<file path="src/rtl/dff_share_arb.sv">
// Round-robin arbiter sharing one DW-bit q/q_bar register among four requesters; `PRESCALE_EN` slows sequencing to one tick per 2^PRESCALE_BITS cycles.
// Latency: grant one tick after req, write/ack on the following tick (two ticks per write).
// Backpressure: a requester holds req and wdata while gnt is high; dropping req during grant aborts without writing.
module dff_share_arb #(
    parameter int DW            = 8,
    parameter int PRESCALE_BITS = 17
) (
    input  logic            clk,
    input  logic            rst,
    input  logic [3:0]      req,
    input  logic [4*DW-1:0] wdata,
    output logic [3:0]      gnt,
    output logic [1:0]      owner,
    output logic            busy,
    output logic            ack,
    output logic [DW-1:0]   q,
    output logic [DW-1:0]   q_bar,
    output logic [7:0]      wr_count
);

    typedef enum logic {
        IDLE  = 1'b0,
        GRANT = 1'b1
    } state_t;

    state_t     state;
    state_t     state_nxt;
    logic       tick;
    logic [1:0] ptr;
    logic [1:0] winner;
    logic       do_grant;
    logic       do_release;
    logic       do_write;

`ifdef PRESCALE_EN
    logic [PRESCALE_BITS-1:0] pre_cnt;

    always_ff @(posedge clk or negedge rst) begin
        if (!rst) pre_cnt <= '0;
        else      pre_cnt <= pre_cnt + 1'b1;
    end

    assign tick = &pre_cnt;
`else
    assign tick = 1'b1;
`endif

    // Search downward so the set bit nearest ptr is assigned last and wins.
    always_comb begin
        winner = ptr;
        for (int k = 3; k >= 0; k--) begin
            if (req[ptr + 2'(k)]) winner = ptr + 2'(k);
        end
    end

    always_comb begin
        state_nxt  = state;
        do_grant   = 1'b0;
        do_release = 1'b0;
        do_write   = 1'b0;
        if (tick) begin
            case (state)
                IDLE: begin
                    if (|req) begin
                        do_grant  = 1'b1;
                        state_nxt = GRANT;
                    end
                end
                GRANT: begin
                    do_release = 1'b1;
                    do_write   = req[owner];
                    state_nxt  = IDLE;
                end
                default: state_nxt = IDLE;
            endcase
        end
    end

    always_ff @(posedge clk or negedge rst) begin
        if (!rst) state <= IDLE;
        else      state <= state_nxt;
    end

    always_ff @(posedge clk or negedge rst) begin
        if (!rst) begin
            gnt      <= '0;
            owner    <= '0;
            busy     <= 1'b0;
            ack      <= 1'b0;
            q        <= '0;
            wr_count <= '0;
            ptr      <= '0;
        end else begin
            ack <= do_write;
            if (do_grant) begin
                gnt   <= 4'b0001 << winner;
                owner <= winner;
                busy  <= 1'b1;
            end else if (do_release) begin
                gnt  <= '0;
                busy <= 1'b0;
            end
            if (do_write) begin
                q        <= wdata[owner*DW +: DW];
                wr_count <= wr_count + 8'd1;
                ptr      <= owner + 2'd1;
            end
        end
    end

    assign q_bar = ~q;

endmodule

</file>
<file path="config.mk">
export PLATFORM = sky130hd
export DESIGN_NAME = dff_share_arb
export DESIGN_NICKNAME = d
export VERILOG_FILES = /design/src/rtl/dff_share_arb.sv
export SDC_FILE = /design/constraint.sdc
export NUM_CORES = 1
export LEC_CHECK = 0
export ABC_AREA = 0
export BUFFER_PORTS_ARGS = -buffer_cell sky130_fd_sc_hd__buf_2
export CORE_MARGIN = 3
export CORE_UTILIZATION = 49
export CTS_CLUSTER_DIAMETER = 100
export CTS_CLUSTER_SIZE = 40
export DETAILED_ROUTE_END_ITERATION = 10
export PLACE_DENSITY_LB_ADDON = 0.1
export SLEW_MARGIN = 25
export SYNTH_ARGS = -nofsm -noshare
export SYNTH_HDL_FRONTEND = slang
export SYNTH_SLANG_ARGS = --single-unit
</file>
<file path="constraint.sdc">
create_clock -name clk -period 2.6 [get_ports clk]
set_clock_uncertainty 0.05 [all_clocks]
set_input_delay 0 -clock clk [delete_from_list [all_inputs] [get_ports clk]]
set_output_delay 0 -clock clk [all_outputs]
set_load 0.1 [all_outputs]
</file>
# Word level (Yosys, flattened, before mapping)
# Index checks and enable logic that the tools add are counted.
[word_totals] reg_bits=27 latch_bits=0 ramBits=0 rom_bits=0 inputBits=38 out_inout_bits=32 elab_cells=47 n_memories=0
[op_classes] n_addsub=5 n_mul=0 n_div=0 order_cmp=5 n_eq_ne=0 shifts=2 mux=23 n_bitwise=2 reduce_logical=2
[op_table] cell="$shiftx A32 B6 Y8" n=1
[op_table] cell="$lt A2 B3 Y1 const B" n=5
[op_table] cell="$mux W1" n=11
[op_table] cell="$bmux W1 S2" n=5
[op_table] cell="$add A8 B1 Y8 const B" n=1
[op_table] cell="$mux W2" n=4
[op_table] cell="$mux W4" n=2
[op_table] cell="$not A8 Y8" n=1
[op_table] cell="$add A2 B1 Y2 const B" n=2
[op_table] cell="$add A2 B2 Y2 const B" n=2
[op_table] cell="$reduce_or A4 Y1" n=1
[op_table] cell="$shl A1 B2 Y4 const A" n=1
[op_table] cell="$pmux W1 S2" n=1
[op_table] cell="$reduce_bool A2 Y1" n=1
[op_table] cell="$not A1 Y1" n=1

# Depth between registers and ports, before layout
# Gate-level depths: netlist of run 1.
[logic_depth] word_depth=9 ltp_mapped=6 depth_no_buf=5

# Worst setup path after synthesis of run 1
# OpenSTA, ideal clock, no wires.
[synth_path] path_type="flip-flop to flip-flop" from="register owner[0]" to="register q[1]" setup_ns=0.150 arrival_time_ns=2.003 required_time_ns=2.400 path_slack_ns=0.397 stages_incl_launch_ff=5 n_path_buf=1 synth_period_minus_slack_ns=2.203 path_cell_list="dfrtp_1 buf_2 mux4_2 nand2_1 o21ai_2"
[synth_between] elab_chain_cells=3 word_cells_on_any_way=4 cone_classes="shift (1); mux (3)"
[synth_rtl] item="start: declaration" line="13" text="output logic [1:0] owner,"
[synth_rtl] item="start signal: assignment" line="97" text="owner <= winner;"
[synth_rtl] item="branches (longest 3 deep; another with $shiftx A32 B6 Y8)"
[synth_rtl] item="end signal: assignment" line="104" text="q <= wdata[owner*DW +: DW];"
[synth_rtl] item="end: declaration" line="16" text="output logic [DW-1:0] q,"
# Several ways; the timed one is not identified. The select of a mux whose other input is x is not followed.
# A chain may end at the register's enable or synchronous reset.

# Worst setup path after layout of run 1
[layout_path] from="register owner[1]" to="register wr_count[4]"
[layout_between] elab_chain_cells=3
[layout_rtl] item="$bmux W1 S2" line="71" text="do_write = req[owner];"
[layout_rtl] item="$mux W1 (implied by the code)" line="71"
[layout_rtl] item="$mux W1" line="62" text="case (state)"
[layout_rtl] item="end signal: assignment" line="105" text="wr_count <= wr_count + 8'd1;"
[layout_rtl] item="end: declaration" line="18" text="output logic [7:0] wr_count"
# Every way passes these cells. The select of a mux whose other input is x is not followed.

==> results of run 1 <==
routing by layer:
layer	GRT usage [%]	vias up	part of all wire [%]
met4	6.192	0	1.2
met5	0	-	0
met3	2.766	4	4.6
met1	21.53	580	40
met2	32.10	36	54
li1	-	585	-
path summary, 6_finish.rpt:
kind,start,to,cells past startpoint
min in group asynchronous,rst,owner[0]$_DFFE_PN0P_,2
setup / recovery,owner[1]$_DFFE_PN0P_,wr_count[4]$_DFFE_PN0P_,5
hold / removal,wdata[18],q[2]$_DFFE_PN0P_,4
hold reg to reg,wr_count[7]$_DFFE_PN0P_,wr_count[7]$_DFFE_PN0P_,1
setup reg to reg,owner[1]$_DFFE_PN0P_,wr_count[4]$_DFFE_PN0P_,5
max in group asynchronous,rst,ptr[1]$_DFFE_PN0P_,2
logic make-up (layout without fill, tap and decap cells):
group	after synthesis	count (layout)	synth area share, %
XOR/XNOR	8	8	4.819
buffers and inverters	18	88	6.024
AO/OA/AOI/OAI	24	24	12.91
flip-flops	27	27	46.47
AND/OR/NAND/NOR	36	36	13.42
multiplexers	11	11	15.49
adder cells (fa/ha/maj)	1	1	0.8604
worst register-to-register path: cells and delay by family (launching register included):
| kind | cells | cell delay [ns] |
|---|---|---|
| DFF | 1 | 0.67 |
| muxes | 1 | 0.60 |
| and+or+nand+nor | 2 | 0.27 |
| xor gates and xnor gates | 1 | 0.11 |
| buffers and inverters | 1 | 0.12 |
cell usage after synthesis (all sizes together):
| cell | number | area share [%] |
|---|---|---|
| o41ai | 2 | 1.2 |
| nor2b | 4 | 1.7 |
| nor2 | 3 | 0.77 |
| inv | 13 | 3.5 |
| a32o | 2 | 1.4 |
| xnor2 | 4 | 2.4 |
| mux4 | 9 | 14 |
| nor3 | 3 | 1.0 |
| nand3 | 1 | 0.34 |
| nand2 | 17 | 4.9 |
| a21o | 1 | 0.52 |
| xor2 | 4 | 2.4 |
| o221a | 1 | 0.77 |
| buf | 4 | 2.2 |
| a21oi | 2 | 0.69 |
| or3 | 1 | 0.43 |
| ha | 1 | 0.86 |
| nand3b | 2 | 1.0 |
| dfrtp | 27 | 46 |
| nor4 | 1 | 1.5 |
| o21ai | 14 | 7.1 |
| clkbuf | 1 | 0.26 |
| a2bb2oi | 1 | 0.60 |
| nand4 | 4 | 1.7 |
| mux2 | 2 | 1.5 |
| o221ai | 1 | 0.60 |
sequential cells by signal, indices dropped and copies added, names as in the netlist:
register / count
q: 8
wr_count: 8
gnt: 4
owner: 2
ptr: 2
ack: 1
busy: 1
state: 1
layout make-up:
| type | count | share of cell area [%] |
|---|---|---|
| clock inverter | 1 | 0.2710 |
| clock buffer | 3 | 1.220 |
| timing repair buffer | 71 | 19.65 |
| tap | 31 | 2.100 |
| inverter | 13 | 2.778 |
| multi-input combinational | 80 | 37.40 |
| sequential | 27 | 36.59 |
through the flow:
step	hold slack [ns]	instances	setup WS, ns	util, %
finish	0.03019	226	0.7285	66.40
detailed placement	-0.008058	221	0.7451	65.05
floorplan	-0.3456	125	0.3967	-
global placement	-0.01607	221	0.7572	65.05
CTS	0.02017	226	0.7220	66.40
global route	0.02425	226	0.6114	66.40
what timing repair did:
item	4_1_cts	5_1_grt
hold endpoints to repair	27	0
endpoints found under the setup margin	0	0
hold buffers	1	0
==> results.txt, run 1 <==
The worst setup path is captured at a register. The number of nets in the final layout came out at 235. The tool flagged a number of max-cap violations equal to 0. The number of hold-slack violations in the final timing report came out at 0. The clock-pin slew on the worst setup and hold paths came out at ~0.15 ns. For this run the aggregate overflow at the end of global routing stands at 0. The post-synthesis cell count came out at 125. The total standard cell area after synthesis came out at 1454 um2.

After synthesis the netlist holds a flip-flop and latch count of 27. Of the cells placed in the final design, the portion with a size suffix greater than 1 is 50.26%. The via count normalized by instance count came out at about 5.3. The overall track demand over capacity in global routing came out at 17.77%.

The number of diodes added for antenna fixing is 0. The final critical-path required period came out at ~1.9 ns. The maximum number of pins on one net before global-route repair is 28.

The number of nets with antenna violations after routing is 0. The post-synth net total came out at 164. The post-CTS resize count came out at 0. The tightest min-delay check is of the in2reg type.

The number of buffers inserted to repair setup after CTS is 0. The synthesis warning total is 0. The number of H-tree levels is 1.

The final-layout fill cell count came out at 231. The headroom to the max-slew limit came out at 59.85%. The setup check on the worst reg-to-reg path leaves a slack of 0.73 ns. By startpoint and endpoint, the worst setup path is classified as reg2reg. On the critical path, the stage with the largest delay is an instance of sky130_fd_sc_hd__dfrtp_1. The number of clock sinks is 27. The library cell used most frequently in the layout, excluding fill and tap cells, is sky130_fd_sc_hd__buf_2. Buffers placed on the I/O ports in this run total 69. The floorplan step set the die height to 60.47 um.

The critical path required time came out at 2.82 ns. The chip width is 60.47 um. STA classifies the critical path startpoint as a register. The area growth from synthesis to layout is 27.02%. The setup TNS is 0 ns. The fraction of the cycle the final worst path needs is between 70% and 80%.

The cell class contributing the biggest share of worst-path delay is flip-flops. The wire length per cell is 14.29 um. The I/O pin total came out at 70. The area of the die is between 3000 and 4000 um2. The data arrival time of the critical path is 2.09 ns. The final cell area excluding filler cells is roughly 1800 um2. TritonCTS built the clock tree. In this design, the stage delay of the slowest critical-path cell is 0.67 ns.

For the pin with the worst max-slew slack, the measured transition is 0.6023 ns. The final RePlAce weighted congestion came out at around 0.84. The fmax is roughly 530 MHz. Counting both buffers and inverters, the worst setup path holds a total of 1. The area of placed instances is 1809 um2. The via count of the first global-routing pass came out at 1097. The post-synthesis cell type count came out at 31. In this run the core area contains 19 standard-cell rows. The initial core utilization is 52.27%. The run finished with clean final reports. The buffer depth of the longest clock path came out at 2. The signal on the critical path passes through mux4_2 -> nand2_4 -> inv_4 -> nand4_1 -> xnor2_1.

The detailed placer's ending HPWL is 2488 um. For this run, design rule violations remaining after detail routing come to 0. The starting DRC count in detailed routing came out at 32. Setup repair after global routing left no endpoint under its margin. The initial antenna violation count is 0. The number of failing setup endpoints in the final timing report is 0. The footprint of the multi-input gates came out at 690.7 um2. The later pin in the worst-skew pair is clocked with a latency of 0.33 ns. The cell sitting at the root of the clock tree is a sky130_fd_sc_hd__clkbuf_4. The final max-slew violation count came to 0. Leaving out fill and tap cells, the most frequent cells in the layout are sky130_fd_sc_hd__buf_2 (69), sky130_fd_sc_hd__dfrtp_1 (27), sky130_fd_sc_hd__nand2_1 (16), sky130_fd_sc_hd__inv_1 (12).

The area of the core region came out at 2781 um2. The number of buffers created by CTS came out at 3. The number of detailed-route iterations in the first pass is 4. The routed layout has 1205 vias.

The critical-path maximum fanout is 24. The routed design has roughly 3200 um of wire. Summing all flip-flop and latch instances after layout gives 675.6 um2.

The wire length of the first global-routing pass came out at approximately 4800 um. The share of synthesized area occupied by flip-flops and latches came out at 46.47%. A synthesized cell averages approximately 12 um2.
Power of run 1 is not shown: default switching activity piles up to over one toggle a cycle in this logic, so the estimate is an artifact.
==> inputs of run 2 (changes only) <==
CORE_UTILIZATION = 46   (was 49)
clock period = 1.87 ns   (was 2.6 ns; I/O delays follow)
==> results.txt, run 2 (same netlist as run 1, synthesis figures left out) <==
The run finished with clean final reports. The number of nets in the final layout came out at 236. The clock passes through at most 2 buffers. The number of hold-slack violations in the final timing report is 0.

The area of the die came out at 3871 um2. In the final layout, the share of cells above drive strength 1 is between 50% and 60%. The worst setup path is of the reg2reg kind. Hold is met by between 0.02 and 0.03 ns. In the final layout, the registers with the most flip-flops are q (8), wr_count (8), gnt (4). The critical-path maximum fanout is 24.

The via count normalized by instance count came out at 5.034. The I/O pin total came out at 70. Global routing consumed, on the met3 layer, 2.703% of the routing resources. Routability-driven placement finished with a final weighted congestion of 0.7336. Buffers added to address setup during post-CTS repair amount to 0. The area growth from synthesis to layout is 31.24%. The fraction of the cycle the final worst path needs is a little over four fifths. The number of diodes added for antenna fixing is 0. Along the worst hold path, the cell count comes to 3. At the pin with the least slew margin, the transition time is 0.5928 ns. The final max-slew violation count is 0. Global routing consumed, on the met2 layer, roughly 30% of the routing resources.

The final critical-path required period came out at 1.575 ns. In this run the most critical hold path is launched from req[2]. CTS placed an instance of sky130_fd_sc_hd__clkbuf_4 at the clock tree root.

The initial core utilization came out at 50.54%. The terminus of the critical flop-to-flop path is wr_count[3]$_DFFE_PN0P_. Setup repair after global routing left no endpoint under its margin. The floorplan step set the die height to approximately 62 um. The number of H-tree levels came out at 1. For this run the aggregate overflow at the end of global routing stands at 0.

The wire length of the first global-routing pass came out at 5478 um. During placement, the flow inserted port buffers numbering 69. The wire length per cell came out at between 10 and 15 um.

The headroom to the max-slew limit came out at 60.48%. The top cell types in the final layout, fill and taps aside, are sky130_fd_sc_hd__buf_2 (69), sky130_fd_sc_hd__dfrtp_1 (18), sky130_fd_sc_hd__nand2_1 (16), sky130_fd_sc_hd__mux4_2 (9), sky130_fd_sc_hd__o21ai_2 (9). After floorplanning, the core was divided into 19 placement rows. Setup slack on the worst reg-to-reg path comes out at 0.29 ns.

Measured along the x axis, the die boundary spans 62.22 um. The path with the worst hold slack has its endpoint at busy$_DFFE_PN0P_. The data arrival time of the critical path came out at 1.75 ns. The maximum number of pins on one net before global-route repair is 28. The overall routed net length came out at 3057 um. The clock net in this run drives a total of 27 sinks. The finished cells cover approximately 1900 um2. The number of buffers created by CTS is 3. The met1 routing resource usage after global routing came out at between 20% and 30%.

The number of nets with antenna violations after routing came out at 0. The post-CTS resize count is 0. The element type at the critical path end is a register. The overall track demand over capacity in global routing is 17.19%.

The critical path required time came out at 2.04 ns. The fmax is 634.8 MHz. The area of placed instances came out at between 1500 and 2000 um2. STA classifies the critical path startpoint as a register. The detailed placer's ending HPWL is 2453 um. The via count of the first global-routing pass is 1231.

Setup violations remaining at the end of the flow were counted as 0. TritonCTS built the clock tree. For this run, design rule violations remaining after detail routing come to 0. The number of cells traversed by the worst register-to-register path is 5. In this run the most used layer during global routing was met2. The tool flagged a number of max-cap violations equal to 0. Leaving out fill and tap cells, the most frequent cell in the layout is sky130_fd_sc_hd__buf_2.

The initial antenna violation count is 0. The clock network latency to the later pin of the worst-skew pair came out at 0.32 ns. The number of vias in the routed layout is between 1000 and 1500. The launch instance of the worst register-to-register path is owner[1]$_DFFE_PN0P_. The first detailed-routing pass took 4 iterations. The starting DRC count in detailed routing came out at 55.

The area of the core region is 2877 um2. The clock-pin slew on the worst setup and hold paths came out at roughly 0.14 ns. The min-delay analysis places its worst path in the category in2reg.
==> run 2: changes by cell type in the layout (fill, tap and decap cells not counted) <==
cell | previous run | this run
sky130_fd_sc_hd__inv_1 | 12 | 5
sky130_fd_sc_hd__clkinvlp_4 | 0 | 7
sky130_fd_sc_hd__dfrtp_4 | 0 | 1
sky130_fd_sc_hd__dfrtp_2 | 0 | 8
sky130_fd_sc_hd__dfrtp_1 | 27 | 18
sky130_fd_sc_hd__buf_4 | 1 | 2
==> run 2: repair_timing <==
action / 4_1_cts / 5_1_grt
setup endpoints to repair: 0 / 0
hold buffers: 1 / 0
endpoints found under the hold margin: 27 / 0
==> run 2: cell type report <==
class                           instances  area [um2]
Tap cell                               42       52.55
Clock buffer                            3       22.52
Timing Repair Buffer                   72       370.4
Sequential cell                        27       689.4
Fill cell                             250       968.4
Multi-Input combinational cell         80       690.7
Inverter                               13       77.57
Clock inverter                          1       5.005
==> run 2: metal layers <==
layer  part of all wire, %  wire length [um]
met1                    42              1288
met2                    50              1522
met3                   6.1               186
met4                   1.9                59
met5                     0                 0
==> run 2: worst max-delay path: stages, from the launching register on <==
cell                      delay [ns]
sky130_fd_sc_hd__dfrtp_2        0.44
sky130_fd_sc_hd__mux4_2         0.36
sky130_fd_sc_hd__nand2_4        0.08
sky130_fd_sc_hd__inv_4          0.24
sky130_fd_sc_hd__nand4_1        0.15
sky130_fd_sc_hd__xnor2_1        0.15
==> run 2: worst max-delay path by stage <==
stage | start | endpoint | slack, ns | cells after the start
2_1_floorplan | q[1]$_DFFE_PN0P_ | q[1]$_DFFE_PN0P_ | -0.11 | 2
3_3_place_gp | owner[1]$_DFFE_PN0P_ | wr_count[3]$_DFFE_PN0P_ | 0.34 | 5
3_5_place_dp | owner[1]$_DFFE_PN0P_ | wr_count[3]$_DFFE_PN0P_ | 0.31 | 5
4_1_cts | owner[1]$_DFFE_PN0P_ | wr_count[3]$_DFFE_PN0P_ | 0.29 | 5
5_1_grt | ptr[1]$_DFFE_PN0P_ | gnt[0]$_DFFE_PN0P_ | 0.17 | 4
6_report | owner[1]$_DFFE_PN0P_ | wr_count[3]$_DFFE_PN0P_ | 0.29 | 5
==> run 2: stage by stage <==
stage	TNS [ns]	setup slack [ns]	cells	utilization [%]
2_1_floorplan	-0.1142	-0.1142	125	-
3_3_place_gp	0	0.3414	233	65.03
3_5_place_dp	0	0.3064	233	65.03
4_1_cts	0	0.2883	238	66.33
5_1_grt	0	0.1735	238	66.33
6_report	0	0.2948	238	66.33
Power of run 2 is left out for the same reason.
==> inputs of run 3 (changes only) <==
clock period = 1.5 ns   (was 1.87 ns; I/O delays follow)
==> results.txt, run 3 (same netlist as run 1, synthesis figures left out) <==
The run finished, with violations left. The final reports fail on setup timing. The I/O pin total is 70. The min-delay analysis places its worst path in the category in2reg. TritonCTS created 3 clock buffers. The number of vias in the routed layout is 1282. STA classifies the critical path startpoint as a register. The critical path required time is 1.68 ns.

The data arrival time of the critical path is 1.74 ns. The routed metal-1 wirelength came out at 1402 um. The worst-case register-to-register setup slack is -0.06 ns. The initial core utilization came out at 50.54%. Derived from the worst setup path, the maximum achievable clock frequency is 642.5 MHz.

The wire length per cell came out at 13.75 um. The number of cells traversed by the worst register-to-register path is 5. The length of routed met2 wiring is 1867 um. Adding up every negative setup slack in the final design gives -0.2517 ns. The footprint of the multi-input gates is 760.7 um2. The clock-pin slew on the worst setup and hold paths is roughly 0.16 ns. The number of standard cells in the final layout excluding fillers came out at roughly 250. The total DRC errors in the routed layout is 0. The worst-case setup margin in the final layout is -0.05650 ns. TritonCTS built the clock tree. The final max-slew violation count came out at 0.

The most critical setup path has its startpoint at owner[1]$_DFFE_PN0P_. Entering global routing, the biggest net connects 28 pins. The critical-path maximum fanout is 4. The most critical setup path has its endpoint at wr_count[7]$_DFFE_PN0P_. The detailed placer's ending HPWL came out at 2594 um. The post-route netlist has 67.46% of its cells at a drive strength greater than 1.

Including well taps, the total number of placed cells is around 250. The number of failing setup endpoints in the final timing report is 9. The clock network latency to the later pin of the worst-skew pair came out at ~0.33 ns. The top routing layer in use is met4. The worst register-to-register path begins at owner[1]$_DFFE_PN0P_. The height of the chip is 62.22 um. The via count of the first global-routing pass came to 1325. STA classifies the critical path endpoint as a register. The number of H-tree levels is 1. The largest registers in the layout are q (8), wr_count (8), gnt (4). The final critical-path required period came out at 1.557 ns. The number of hold-slack violations in the final timing report is 0. The most frequent standard cell in the layout excluding fill and tap cells is sky130_fd_sc_hd__buf_2. The port buffer count is about 70.

The worst register-to-register path ends at wr_count[7]$_DFFE_PN0P_. The area of the core region is 2877 um2. The die covers 3871 um2. The overall track demand over capacity in global routing is 18.74%. The number of diodes added for antenna fixing came out at 0. The area growth from synthesis to layout came out at 45.18%. Across the run, the number of max-cap violations was 0. The chip width is ~62 um. Routability-driven placement finished with a final weighted congestion of 0.8112. The filler cells instantiated in the layout total 228. Setup repair after global routing could not meet its margin everywhere.

The global-route congestion overflow total is 0. The transition time of the tightest slew-check pin came out at 0.6023 ns. The overall routed net length is 3450 um. The buffer depth of the longest clock path came out at 2.

The number of detailed-route iterations in the first pass came out at 4. The fraction of the cycle the final worst path needs is 103.8%. The sequential cell area in the final layout is 695.7 um2. The initial antenna violation count came out at 0. In the layout the commonest cells are sky130_fd_sc_hd__buf_2 (68), sky130_fd_sc_hd__nand2_1 (16), sky130_fd_sc_hd__dfrtp_1 (15), sky130_fd_sc_hd__buf_4 (12). The tree is rooted in a sky130_fd_sc_hd__clkbuf_4. The tightest hold margin came out at between 0.02 and 0.03 ns. The wire length of the first global-routing pass is 5899 um.

The critical path is of the reg2reg type. The length of routed met3 wiring came out at 138 um. The via count normalized by instance count came out at between 5 and 6.

The number of placement rows came out at 19. The number of nets in the final layout is between 200 and 250. The number of clock sinks is 27. The number of nets with antenna violations after routing is 0.

The worst pin sits at a relative slew slack of 59.85%. After the first detailed-routing iteration, the DRC count stood at 32.
-- run 3: final cells by class --
class                      count  share of cell area (%)
sequential                    27                   32.96
multi-input combinational     80                   36.04
tap                           42                   2.490
clock inverter                 1                  0.3557
inverter                      13                   4.090
clock buffer                   3                   1.067
timing repair buffer          85                   23.00
-- run 3: timing repair --
action                                  CTS  global route
hold buffers                              1             0
resized for setup                        14             9
endpoints found under the setup margin   16            17
cloned                                    0             0
pin swaps                                 1             4
hold endpoints to repair                 27             0
setup buffers                             1             0
-- run 3: how the worst min path moves through the flow --
stage          startpoint                  to  slack [ns]  cells after the start
2_1_floorplan         rst       ack$_DFF_PN0_       -0.35                      0
3_3_place_gp          rst    q[7]$_DFFE_PN0P_       -0.02                      1
3_5_place_dp          rst    q[7]$_DFFE_PN0P_      -0.005                      1
4_1_cts          wdata[1]    q[1]$_DFFE_PN0P_        0.02                      4
5_1_grt            req[1]  gnt[1]$_DFFE_PN0P_        0.02                      3
6_report           req[1]  gnt[1]$_DFFE_PN0P_        0.03                      3
-- run 3: stage by stage --
step | cell area [um2] | setup slack (ns) | util, %
3_3_place_gp | 1971 | -0.02852 | 68.51
2_1_floorplan | 1506 | -0.2562 | -
5_1_grt | 2111 | -0.1227 | 73.38
6_report | 2111 | -0.05650 | 73.38
4_1_cts | 2079 | -0.05269 | 72.29
3_5_place_dp | 1971 | -0.07403 | 68.51
-- run 3: per-layer routing --
metal / vias up / global-route usage [%]
li1: 619 / -
met1: 627 / 21.78
met2: 32 / 34.54
met3: 4 / 2.342
met4: 0 / 8.011
met5: - / 0
-- run 3: worst max-delay path, cell delays in order (launching register included) --
cell and delay [ns]:
sky130_fd_sc_hd__dfrtp_4 0.44, sky130_fd_sc_hd__mux4_2 0.52, sky130_fd_sc_hd__nand2_4 0.12, sky130_fd_sc_hd__buf_6 0.14, sky130_fd_sc_hd__nor3_4 0.04, sky130_fd_sc_hd__xor2_1 0.14
Power of run 3 is left out for the same reason.
